--- src/rtl/activation_skew_feeder_if.sv ---
// Write-side and stream-side signals of the activation skew feeder.
//   master : producer of matrix rows and start, consumer of the skewed stream
//   slave  : the feeder itself
//   wr_valid/wr_ready/wr_data : row-vector write handshake (wr_data slice c = A[w][c])
//   start/busy/done           : stream control and status
//   a_out/a_valid/beat_strobe : per-row skewed operands towards the PE array
interface activation_skew_feeder_if #(
    parameter int unsigned MATRIX_SIZE = 2,
    parameter int unsigned DATA_SIZE   = 32
);
    logic                              wr_valid;
    logic                              wr_ready;
    logic [MATRIX_SIZE*DATA_SIZE-1:0]  wr_data;
    logic                              start;
    logic                              busy;
    logic [MATRIX_SIZE*DATA_SIZE-1:0]  a_out;
    logic [MATRIX_SIZE-1:0]            a_valid;
    logic                              beat_strobe;
    logic                              done;

    modport master (
        output wr_valid, wr_data, start,
        input  wr_ready, busy, a_out, a_valid, beat_strobe, done
    );

    modport slave (
        input  wr_valid, wr_data, start,
        output wr_ready, busy, a_out, a_valid, beat_strobe, done
    );
endinterface

--- src/rtl/activation_skew_feeder.sv ---
// Buffers an N x N activation matrix (one row vector per write) and, on start,
// streams it into the PE array rows with diagonal skew: array row r receives
// column r of the matrix delayed by r beats, each beat held BEAT_CYCLES
// enabled cycles.
//   clk            : rising-edge clock
//   reset          : asynchronous, active-high
//   general_enable : global advance; low freezes all state and outputs
//   bus            : activation_skew_feeder_if slave modport (write + stream)
module activation_skew_feeder #(
    parameter int unsigned MATRIX_SIZE = 2,
    parameter int unsigned DATA_SIZE   = 32,
    parameter int unsigned BEAT_CYCLES = 4
) (
    input  logic                     clk,
    input  logic                     reset,
    input  logic                     general_enable,
    activation_skew_feeder_if.slave  bus
);

    localparam int unsigned ROW_W  = (MATRIX_SIZE > 1) ? $clog2(MATRIX_SIZE) : 1;
    localparam int unsigned BEAT_W = $clog2(2 * MATRIX_SIZE);
    localparam int unsigned CYC_W  = (BEAT_CYCLES > 1) ? $clog2(BEAT_CYCLES) : 1;
    localparam int unsigned VEC_W  = MATRIX_SIZE * DATA_SIZE;

    localparam logic [ROW_W-1:0]  LAST_ROW  = ROW_W'(MATRIX_SIZE - 1);
    localparam logic [BEAT_W-1:0] LAST_BEAT = BEAT_W'(2 * MATRIX_SIZE - 2);
    localparam logic [CYC_W-1:0]  LAST_CYC  = CYC_W'(BEAT_CYCLES - 1);

    typedef enum logic [1:0] {LOAD, FULL, STREAM, DONE} state_t;

    state_t             state, state_d;
    logic [ROW_W-1:0]   wr_count, wr_count_d;
    logic [BEAT_W-1:0]  beat_cnt, beat_d, next_beat;
    logic [CYC_W-1:0]   cyc_cnt, cyc_d;
    logic               wr_ready_q, wr_ready_d;
    logic               busy_q, busy_d;
    logic [VEC_W-1:0]   a_out_q, a_out_d;
    logic [MATRIX_SIZE-1:0] a_valid_q, a_valid_d;
    logic               strobe_q, strobe_d;
    logic               done_q, done_d;
    logic               load_beat;
    logic               wr_accept;
    int                 skew_row;

    logic [VEC_W-1:0]   mem [MATRIX_SIZE];

    assign wr_accept = (state == LOAD) && bus.wr_valid && wr_ready_q;

    // Matrix buffer: no reset, contents are only read after a complete load
    always_ff @(posedge clk) begin
        if (general_enable && wr_accept) begin
            mem[wr_count] <= bus.wr_data;
        end
    end

    // State and registered outputs; everything freezes while general_enable is low
    always_ff @(posedge clk or posedge reset) begin
        if (reset) begin
            state      <= LOAD;
            wr_count   <= '0;
            beat_cnt   <= '0;
            cyc_cnt    <= '0;
            wr_ready_q <= 1'b1;
            busy_q     <= 1'b0;
            a_out_q    <= '0;
            a_valid_q  <= '0;
            strobe_q   <= 1'b0;
            done_q     <= 1'b0;
        end else if (general_enable) begin
            state      <= state_d;
            wr_count   <= wr_count_d;
            beat_cnt   <= beat_d;
            cyc_cnt    <= cyc_d;
            wr_ready_q <= wr_ready_d;
            busy_q     <= busy_d;
            a_out_q    <= a_out_d;
            a_valid_q  <= a_valid_d;
            strobe_q   <= strobe_d;
            done_q     <= done_d;
        end
    end

    // Next state, counters and next output values
    always_comb begin
        state_d    = state;
        wr_count_d = wr_count;
        beat_d     = beat_cnt;
        cyc_d      = cyc_cnt;
        wr_ready_d = wr_ready_q;
        busy_d     = busy_q;
        a_out_d    = a_out_q;
        a_valid_d  = a_valid_q;
        strobe_d   = 1'b0;
        done_d     = 1'b0;
        load_beat  = 1'b0;
        next_beat  = beat_cnt;
        skew_row   = 0;

        case (state)
            LOAD: begin
                if (wr_accept) begin
                    if (wr_count == LAST_ROW) begin
                        state_d    = FULL;
                        wr_ready_d = 1'b0;
                        wr_count_d = '0;
                    end else begin
                        wr_count_d = wr_count + ROW_W'(1);
                    end
                end
            end
            FULL: begin
                if (bus.start) begin
                    state_d   = STREAM;
                    busy_d    = 1'b1;
                    beat_d    = '0;
                    cyc_d     = '0;
                    next_beat = '0;
                    load_beat = 1'b1;
                end
            end
            STREAM: begin
                if (cyc_cnt == LAST_CYC) begin
                    cyc_d = '0;
                    if (beat_cnt == LAST_BEAT) begin
                        state_d   = DONE;
                        a_out_d   = '0;
                        a_valid_d = '0;
                        done_d    = 1'b1;
                    end else begin
                        beat_d    = beat_cnt + BEAT_W'(1);
                        next_beat = beat_cnt + BEAT_W'(1);
                        load_beat = 1'b1;
                    end
                end else begin
                    cyc_d = cyc_cnt + CYC_W'(1);
                end
            end
            DONE: begin
                state_d    = LOAD;
                busy_d     = 1'b0;
                wr_ready_d = 1'b1;
                wr_count_d = '0;
            end
            default: state_d = LOAD;
        endcase

        // Skewed operand selection: row r carries A[beat-r][r] while in range
        if (load_beat) begin
            strobe_d  = 1'b1;
            a_out_d   = '0;
            a_valid_d = '0;
            for (int r = 0; r < int'(MATRIX_SIZE); r++) begin
                skew_row = int'(next_beat) - r;
                if (skew_row >= 0 && skew_row < int'(MATRIX_SIZE)) begin
                    a_out_d[r*DATA_SIZE +: DATA_SIZE] =
                        mem[ROW_W'(skew_row)][r*DATA_SIZE +: DATA_SIZE];
                    a_valid_d[r] = 1'b1;
                end
            end
        end
    end

    assign bus.wr_ready    = wr_ready_q;
    assign bus.busy        = busy_q;
    assign bus.a_out       = a_out_q;
    assign bus.a_valid     = a_valid_q;
    assign bus.beat_strobe = strobe_q;
    assign bus.done        = done_q;

endmodule
--- src/flat_wrapper.sv ---
// flat-port wrapper written by rule: the top's interface ports become plain ports
module activation_skew_feeder_flat 
#(
    parameter int unsigned MATRIX_SIZE = 2,
    parameter int unsigned DATA_SIZE   = 32,
    parameter int unsigned BEAT_CYCLES = 4
)
  (clk, reset, general_enable, bus_wr_valid, bus_wr_data, bus_start, bus_wr_ready, bus_busy, bus_a_out, bus_a_valid, bus_beat_strobe, bus_done);
  activation_skew_feeder_if #(.MATRIX_SIZE(MATRIX_SIZE), .DATA_SIZE(DATA_SIZE)) bus_i ();
  input  logic clk;
  input  logic reset;
  input  logic general_enable;
  input wire logic [$bits(bus_i.wr_valid)-1:0] bus_wr_valid;
  input wire logic [$bits(bus_i.wr_data)-1:0] bus_wr_data;
  input wire logic [$bits(bus_i.start)-1:0] bus_start;
  output wire logic [$bits(bus_i.wr_ready)-1:0] bus_wr_ready;
  output wire logic [$bits(bus_i.busy)-1:0] bus_busy;
  output wire logic [$bits(bus_i.a_out)-1:0] bus_a_out;
  output wire logic [$bits(bus_i.a_valid)-1:0] bus_a_valid;
  output wire logic [$bits(bus_i.beat_strobe)-1:0] bus_beat_strobe;
  output wire logic [$bits(bus_i.done)-1:0] bus_done;
  assign bus_i.wr_valid = bus_wr_valid;
  assign bus_i.wr_data = bus_wr_data;
  assign bus_i.start = bus_start;
  assign bus_wr_ready = bus_i.wr_ready;
  assign bus_busy = bus_i.busy;
  assign bus_a_out = bus_i.a_out;
  assign bus_a_valid = bus_i.a_valid;
  assign bus_beat_strobe = bus_i.beat_strobe;
  assign bus_done = bus_i.done;
  activation_skew_feeder #(.MATRIX_SIZE(MATRIX_SIZE), .DATA_SIZE(DATA_SIZE), .BEAT_CYCLES(BEAT_CYCLES)) u_core (.clk(clk), .reset(reset), .general_enable(general_enable), .bus(bus_i));
endmodule
--- config.mk ---
export PLATFORM = sky130hd
export DESIGN_NAME = activation_skew_feeder_flat
export DESIGN_NICKNAME = d
export VERILOG_FILES = /design/src/rtl/activation_skew_feeder_if.sv /design/src/rtl/activation_skew_feeder.sv /design/src/flat_wrapper.sv
export SDC_FILE = /design/constraint.sdc
export NUM_CORES = 1
export LEC_CHECK = 0
export BUFFER_PORTS_ARGS = -buffer_cell sky130_fd_sc_hd__buf_2
export CAP_MARGIN = 15
export CORE_MARGIN = 5
export CORE_UTILIZATION = 25
export DETAILED_ROUTE_END_ITERATION = 8
export PLACE_DENSITY_LB_ADDON = 0.25
export SYNTH_ARGS = -nofsm -noshare
export SYNTH_HDL_FRONTEND = slang
export SYNTH_SLANG_ARGS = --single-unit
--- constraint.sdc ---
create_clock -name clk -period 5.4 [get_ports clk]
set_input_delay 0.81 -clock clk [delete_from_list [all_inputs] [get_ports clk]]
set_output_delay 0.81 -clock clk [all_outputs]
set_load 0.02 [all_outputs]
==> summary.md, run 1 <==
### Synthesis
* 16.1 um2 — post-synthesis area per instance
* edfxtp_1, dfrtp_1, mux2i_1 — leading post-synthesis cells by cell area
* 0.116% — Post-Synth XOR/XNOR Area
* 128 — EDFF count, synth
* 1.32% — adder-cell share of the synthesized area
* 37.6% — proportion of register bits with asynchronous set or reset after synthesis
* 40 — number of library cell types mapped by synthesis
* 8.12% — fraction of the mapped netlist area in compound gates
* 50.8% — Yosys top cell area share
* 6.68% — fraction of the mapped netlist area in simple logic gates
* 0.00756 mm2 — Synth Cell Area
* 547 — synthesized netlist net count
* 76.3% — fraction of the yosys area taken by sequential cells
* 4.86% — multiplexer fraction of the synthesized cell area
* 470 — Synth Instances
* edfxtp_1 — dominant synthesized flop cell
* compound AO/OA/AOI/OAI gates — combinational family with the most area after synthesis
* edfxtp_1 — leading area contributor after synthesis
* 0 — Syn. warnings
* 205 — register bit count reported by yosys

### Layout
* buf_2, edfxtp_1, dfrtp_1, nand2_1, o21ai_0 — commonest non-fill, non-tap cells in the layout
* 692 — final layout net count
* 0.00164 mm2 — area of the multi-input gates
* 2,937 — fillcell total
* 1,023 — post-route non-filler standard cell count
* 32.4% — layout cells sized above 1
* 0.00946 mm2 — post-route standard cell area excluding fillers
* 31.8% — core utilization of the finished layout
* 0.00577 mm2 — register area
* buf_2 — most common cell after layout, fill and taps aside
* 25.1% — post-synthesis to final-layout area growth

### Drt
* 17,500 um — total routed wirelength
* 4 — 1st-pass router iterations
* met4 — top metal layer carrying routed signals
* 240 — DRT iter0 DRCs
* 4.29 — Vias per Instance
* 4,389 — total via count after detailed routing
* 8630 um — met2 routed WL
* 17.1 um — detailed-route wire length per cell
* 7410 um — wire length the detailed router placed on met1
* 1130 um — total length of routed met3 wires
* 0 — drt drc
* 0 — remaining number of nets flagged by the antenna check after routing

### Critical path
* u_core.state[1] — launch instance of the worst register-to-register path
* 5 — R2R depth
* inv_1, ha_1, nand4_1, nor2_4, buf_4 — CP cell instances
* nor2_4 — slowest library cell on the worst path
* flop — Setup crit end kind
* 5.54 ns — CP required
* 2 — count of buffering cells on the critical path with inverters included
* u_core.state[1] — Worst setup startpoint
* flop to flop — category of the critical setup timing path
* simple AND/OR/NAND/NOR gates — kind of cell with the highest combined delay on the critical path
* flop — crit path launch type
* u_core.mem[1][41] — Reg2Reg Capture Point
* 2.57 ns — reg-to-reg setup timing slack
* 2.96 ns — crit path DAT
* 0.81 ns — largest incremental delay on the critical path
* 34 — critical-path maximum fanout

### Clock network
* 1 — depth of the CTS H-tree
* 0 — Post CTS Setup Buffer Count
* yes — CTS tree
* 3 — worst-case clock buffer depth
* 205 — sinks on the clock net
* 0 — Resized Gates After CTS
* 24 — number of buffers created by CTS
* 0.06 ns — clock-pin slew reported for the worst setup and hold paths after clock tree synthesis
* clkbuf_16 — cell at the root of the clock tree
* 0.51 ns — clock latency of the later-clocked register in the worst-skew pair
* 0 — hold bufs inserted after CTS

### STA
* 2.83 ns — Final Critical Period
* 0 — count of final hold-check violations
* 0.0202 ns — worst clock skew
* 52.3% — Tcrit/Tclk final
* 0 — Final setup viols
* 354 MHz — Highest Clock Rate
* 0 ns — setup TNS
* 0.971 ns — Slew @ Worst Pin
* 0 — Final Slew Violations
* 35.1% — Slew HR
* 0.328 ns — Post-Route Hold Slack
* false — unrepaired setup endpoints after global routing

### Worst hold path
* input port to async pin — Hold Path Class

### Global routing
* 4,737 — via count of the first global-routing pass
* 26,900 um — wire length of the first global-routing pass
* 10.1% — global-route total usage across every layer
* 0 — GR Overflow Total
* 1 — number of antenna violations at the first check in global routing
* 78 — pin count of the biggest net entering global routing

### Power
* 41.1% — share of power burned in registers
* 4.06 nW — Static Leakage
* 0.00341 W — internal cell power
* 33.8% — Sw Ratio
* 0.00174 W — switching pwr
* 543 mW/mm2 — power per unit of standard cell area
* 29.6% — combinational group share of total power
* 246 uV — worst ir drop on vdd
* 29.3% — Clk network pwr share

### Placement
* 0.724 — last weighted congestion value of the routability-driven placer
* 0.00868 mm2 — dpl cell area
* 138 — number of port buffers
* 978 — placed cell count
* 11,500 um — Detail Placement HPWL

### Die
* 184 um — y dimension of the die
* 25.4% — initial standard-cell utilization of the core
* 184 um — die boundary width
* 63 — cell row count
* 0.0338 mm2 — area enclosed by the die boundary
* 0.0297 mm2 — Std-Cell Core Area
* 139 — I/O pin cnt

### Status
* finished clean — status

### Job
* 0 — count of maximum capacitance violations

-- sequential cells by signal, indices dropped and copies added (netlist names) --
| name | cells |
|---|---|
| u_core.beat_cnt | 2 |
| u_core.bus.a_out | 64 |
| u_core.bus.a_valid | 2 |
| u_core.bus.beat_strobe | 1 |
| u_core.bus.busy | 1 |
| u_core.bus.done | 1 |
| u_core.bus.wr_ready | 1 |
| u_core.cyc_cnt | 2 |
| u_core.mem | 128 |
| u_core.state | 2 |
| u_core.wr_count | 1 |
-- synthesized netlist by cell type, types with 2 or more instances --
cell type / count
ha_1: 8
clkbuf_1: 9
o21ai_0: 41
buf_2: 8
and3_1: 25
mux2_2: 2
dfrtp_1: 76
inv_1: 12
a21oi_1: 4
and3_2: 7
a221o_1: 32
edfxtp_1: 128
buf_6: 3
nor2_1: 7
mux2i_1: 33
nand3_1: 2
nand2_1: 46
buf_4: 3
nand3b_1: 2
nand4_1: 2
-- metal layers --
layer | GRT usage, % | up-vias
li1 | - | 2070
met1 | 12.7 | 2168
met2 | 17.4 | 128
met3 | 2.57 | 23
met4 | 2.60 | 0
met5 | 0 | -
-- power by group through the flow --
stage | combinational (W) | sequential [W] | clock (W)
2_1_floorplan | 0.000793 | 0.00242 | 0
3_3_place_gp | 0.00153 | 0.00214 | 0
3_5_place_dp | 0.00156 | 0.00214 | 0
4_1_cts | 0.00156 | 0.00212 | 0.00157
5_1_grt | 0.00168 | 0.00215 | 0.00163
6_report | 0.00152 | 0.00211 | 0.00151
-- per-stage QoR --
step,total power [W],worst slack (ns)
3_5_place_dp,0.00371,2.20
4_1_cts,0.00525,2.49
6_report,0.00514,2.57
3_3_place_gp,0.00366,2.27
2_1_floorplan,0.00322,1.03
5_1_grt,0.00546,2.29
-- how the worst max path moves through the flow --
stage / end / slack (ns) / depth (start not counted)
floorplan: u_core.mem[0][0] / 1.03 / 3
global placement: u_core.mem[1][37] / 2.27 / 4
detailed placement: u_core.mem[1][41] / 2.20 / 4
CTS: u_core.mem[1][41] / 2.49 / 5
global route: u_core.bus.a_out[62] / 2.29 / 7
finish: u_core.mem[1][41] / 2.57 / 5
-- final cells by class --
type,count,area share (%)
Clock inverter,15,1.37
Clock buffer,28,6.61
Sequential cell,205,61.0
Tap cell,390,5.16
Inverter,12,0.502
Timing Repair Buffer,144,7.99
Antenna cell,1,0.0264
Multi-Input combinational cell,228,17.4
-- cells by family after synthesis --
group,count (synthesis)
adders and majority gates,8
buffers and inverters,37
and+or+nand+nor,98
AOI/OAI and AO/OA,85
muxes,36
DFF,205
xor gates and xnor gates,1
(Power assumes the default switching activity.)
==> run 2, diff against run 1 <==
Settings changed: ABC_AREA set to 1.
Clock period 5.4 ns to 2.43 ns, I/O delays scaled along.
==> run 2 against run 1 <==
Net effect: die area rose by 5.5%; combinational power is 66% lower; maximum frequency rose by 37%; hold slack worse by 0.29 ns; critical path depth rose by 6; core utilization grew 0.076 points; final area is 6.4% higher; critical path type unchanged; largest cell class unchanged; largest power group unchanged.
==> summary.md, run 2 <==
### Critical path
* flop — crit path launch type
* 2.50 ns — crit path DAT, -0.46 ns
* u_core.bus.a_out[53] — Reg2Reg Capture Point
* 0.42 ns — largest incremental delay on the critical path, -0.39 ns
* dfrtp_1 — slowest library cell on the worst path
* 11 — R2R depth, +6
* inv_1, ha_1, nand2_1, clkinv_1, nand3_2, nand2_4, buf_4, nand2_1, nand2_1, nand3_1, nand2_1 — CP cell instances
* flop to flop — category of the critical setup timing path
* flop — Setup crit end kind
* 32 — critical-path maximum fanout, -5.9%
* 0.36 ns — reg-to-reg setup timing slack, -2.21 ns
* simple AND/OR/NAND/NOR gates — kind of cell with the highest combined delay on the critical path
* 3 — count of buffering cells on the critical path with inverters included, +1
* 2.87 ns — CP required, -2.67 ns
* u_core.state[0] — launch instance of the worst register-to-register path
* nand2_1 — Most common cell on crit path

### Global routing
* 11.2% — global-route total usage across every layer, +1.1 points
* 5,416 — via count of the first global-routing pass, +14%
* 0 — GR Overflow Total, unchanged
* 3 — number of antenna violations at the first check in global routing, +2
* 31,700 um — wire length of the first global-routing pass, +18%
* 45 — pin count of the biggest net entering global routing, -42%

### Power
* 46.4% — Clk network pwr share, +17 points
* 22.3% — Sw Ratio, -11 points
* 6.5% — combinational group share of total power, -23 points
* 784 mW/mm2 — power per unit of standard cell area, +44%
* 47.1% — share of power burned in registers, +6.0 points
* 434 uV — worst ir drop on vdd, +76%
* 0.00176 W — switching pwr, +1.5%
* 4.77 nW — Static Leakage, +17%
* 0.00790 W — Total Power, +54%
* 0.00614 W — internal cell power, +80%

### Die
* 0.0316 mm2 — Std-Cell Core Area, +6.2%
* 65 — cell row count, +3.2%
* 189 um — y dimension of the die, +2.7%
* 25.4% — initial standard-cell utilization of the core, -0.094 points
* 0.0357 mm2 — area enclosed by the die boundary, +5.5%
* 189 um — die boundary width, +2.7%
* 139 — I/O pin cnt, unchanged

### Layout
* 1,286 — post-route non-filler standard cell count, +26%
* u_core.mem — register with the most flip-flops
* 25.9% — post-synthesis to final-layout area growth
* 128 — flip-flop count of the largest register after layout, unchanged
* nand2_1, buf_2, edfxtp_1, dfrtp_1, nand3_1 — commonest non-fill, non-tap cells in the layout
* 23.2% — layout cells sized above 1, -9.2 points
* 3,250 — fillcell total, +11%
* 0 — antenna cell count, -1
* 943 — final layout net count, +36%
* nand2_1 — most common cell after layout, fill and taps aside
* 0.0101 mm2 — post-route standard cell area excluding fillers, +6.4%

### Synthesis
* 128 — EDFF count, synth, unchanged
* 72.1% — fraction of the yosys area taken by sequential cells, -4.2 points
* 48.0% — Yosys top cell area share, -2.8 points
* 205 — register bit count reported by yosys, unchanged
* 22 — number of library cell types mapped by synthesis, -45%
* edfxtp_1 — dominant synthesized flop cell
* 37.6% — proportion of register bits with asynchronous set or reset after synthesis, unchanged
* 795 — synthesized netlist net count, +45%
* 0 — Syn. warnings, unchanged
* nand2_1, edfxtp_1, dfrtp_1 — most frequent cells after synthesis
* edfxtp_1, dfrtp_1, nand2_1 — leading post-synthesis cells by cell area
* nand2_1 — count leader, synth
* 0.00800 mm2 — Synth Cell Area, +5.8%
* edfxtp_1 — leading area contributor after synthesis
* 718 — Synth Instances, +53%
* 11.1 um2 — post-synthesis area per instance, -31%

### Placement
* 12,200 um — Detail Placement HPWL, +6.1%
* 138 — number of port buffers, unchanged
* 1,241 — placed cell count, +27%
* 0.00925 mm2 — dpl cell area, +6.6%
* 0.338 ns — worst slack at placement, -1.86 ns
* 0.699 — last weighted congestion value of the routability-driven placer, -3.4%

### Clock network
* yes — CTS tree
* 0.51 ns — clock latency of the later-clocked register in the worst-skew pair, about the same
* 0.06 ns — clock-pin slew reported for the worst setup and hold paths after clock tree synthesis, about the same
* 1 — depth of the CTS H-tree, unchanged
* 3 — worst-case clock buffer depth, unchanged
* clkbuf_16 — cell at the root of the clock tree
* 24 — number of buffers created by CTS, unchanged
* 0 — Resized Gates After CTS, unchanged
* 205 — sinks on the clock net, unchanged

### Drt
* 15.8 um — detailed-route wire length per cell, -7.3%
* 333 — DRT iter0 DRCs, +39%
* 20,400 um — total routed wirelength, +17%
* 4.16 — Vias per Instance, -3.1%
* 0 — drt drc, unchanged
* 0 — remaining number of nets flagged by the antenna check after routing, unchanged
* 5,346 — total via count after detailed routing, +22%
* 4 — 1st-pass router iterations, unchanged

### Job
* 0 — count of maximum capacitance violations, unchanged

### STA
* 0.0127 ns — worst clock skew, -0.00750 ns
* 0.660 ns — Slew @ Worst Pin, -0.311 ns
* 0.364 ns — worst setup slack after layout, -2.21 ns
* 85.0% — Tcrit/Tclk final, +33 points
* 2.07 ns — Final Critical Period, -0.761 ns
* 0 — Final Slew Violations, unchanged
* 0 — count of final hold-check violations, unchanged
* 56.0% — Slew HR, +21 points
* 484 MHz — Highest Clock Rate, +37%
* 0 — Final setup viols, unchanged
* false — unrepaired setup endpoints after global routing

### Status
* finished clean — status

### Worst hold path
* 1 — worst hold stages
* input port to flop — Hold Path Class
* u_core.mem[1][12] — hold-critical path endpoint
* bus_wr_data[12] — Hold Startpoint

-- run 2: routing by layer --
metal | wire, um | track usage, % | part of all wire [%]
met1 | 9110 | 14.8 | 45
met2 | 9440 | 18.6 | 46
met3 | 1390 | 2.93 | 6.8
met4 | 373 | 2.52 | 1.8
met5 | 41 | 0 | 0.20
-- run 2: what timing repair did --
item                                   CTS  global route
setup buffers                            0             0
endpoints found under the hold margin   41             0
hold buffers                             1             0
-- run 2: how the worst max path moves through the flow --
stage,startpoint,end,slack [ns],cells after the start
3_3_place_gp,u_core.state[0],u_core.bus.a_out[51],0.41,11
2_1_floorplan,u_core.state[0],u_core.mem[0][0],-0.55,4
6_report,u_core.state[0],u_core.bus.a_out[53],0.36,11
3_5_place_dp,u_core.state[0],u_core.bus.a_out[43],0.34,11
5_1_grt,u_core.state[0],u_core.bus.a_out[41],0.08,11
4_1_cts,u_core.state[0],u_core.bus.a_out[43],0.32,11
-- run 2: logic make-up (layout without fill, tap and decap cells) --
family / after synthesis / count (layout) / synth area share [%]
compound gates: 13 / 13 / 0.876
fa+ha+maj: 8 / 8 / 1.25
buf+inv: 58 / 224 / 3.85
flops: 205 / 205 / 72.1
simple gates: 434 / 434 / 21.9
-- run 2: stage by stage --
| step | utilization, % | hold WS [ns] | setup TNS (ns) |
|---|---|---|---|
| after floorplan | - | 0.463 | -70.44 |
| after global placement | 29.3 | 0.457 | 0 |
| after detailed placement | 29.3 | 0.459 | 0 |
| after CTS | 31.9 | 0.00842 | 0 |
| after global routing | 31.9 | 0.0136 | 0 |
| final | 31.9 | 0.0361 | 0 |
-- run 2: power groups by stage --
stage                     combinational (W)  clock (W)  sequential (W)
after CTS                          0.000540    0.00380         0.00372
after global placement             0.000537          0         0.00379
final                              0.000516    0.00367         0.00372
after detailed placement           0.000538          0         0.00379
after floorplan                    0.000335          0         0.00379
after global routing               0.000590    0.00393         0.00372
-- run 2: worst reg2reg max path, delay by kind of cell, from the launching register on --
family | cells | cell delay (ns)
simple gates | 7 | 0.66
buf+inv | 3 | 0.58
fa+ha+maj | 1 | 0.34
flops | 1 | 0.42
-- run 2: layout make-up --
class	count	area, um2	share of cell area (%)
timing repair buffer	155	946	9.39
tap	402	503	4.99
clock inverter	7	92.6	0.919
multi-input combinational	455	1940	19.3
sequential	205	5770	57.3
inverter	25	98.8	0.981
clock buffer	37	721	7.15
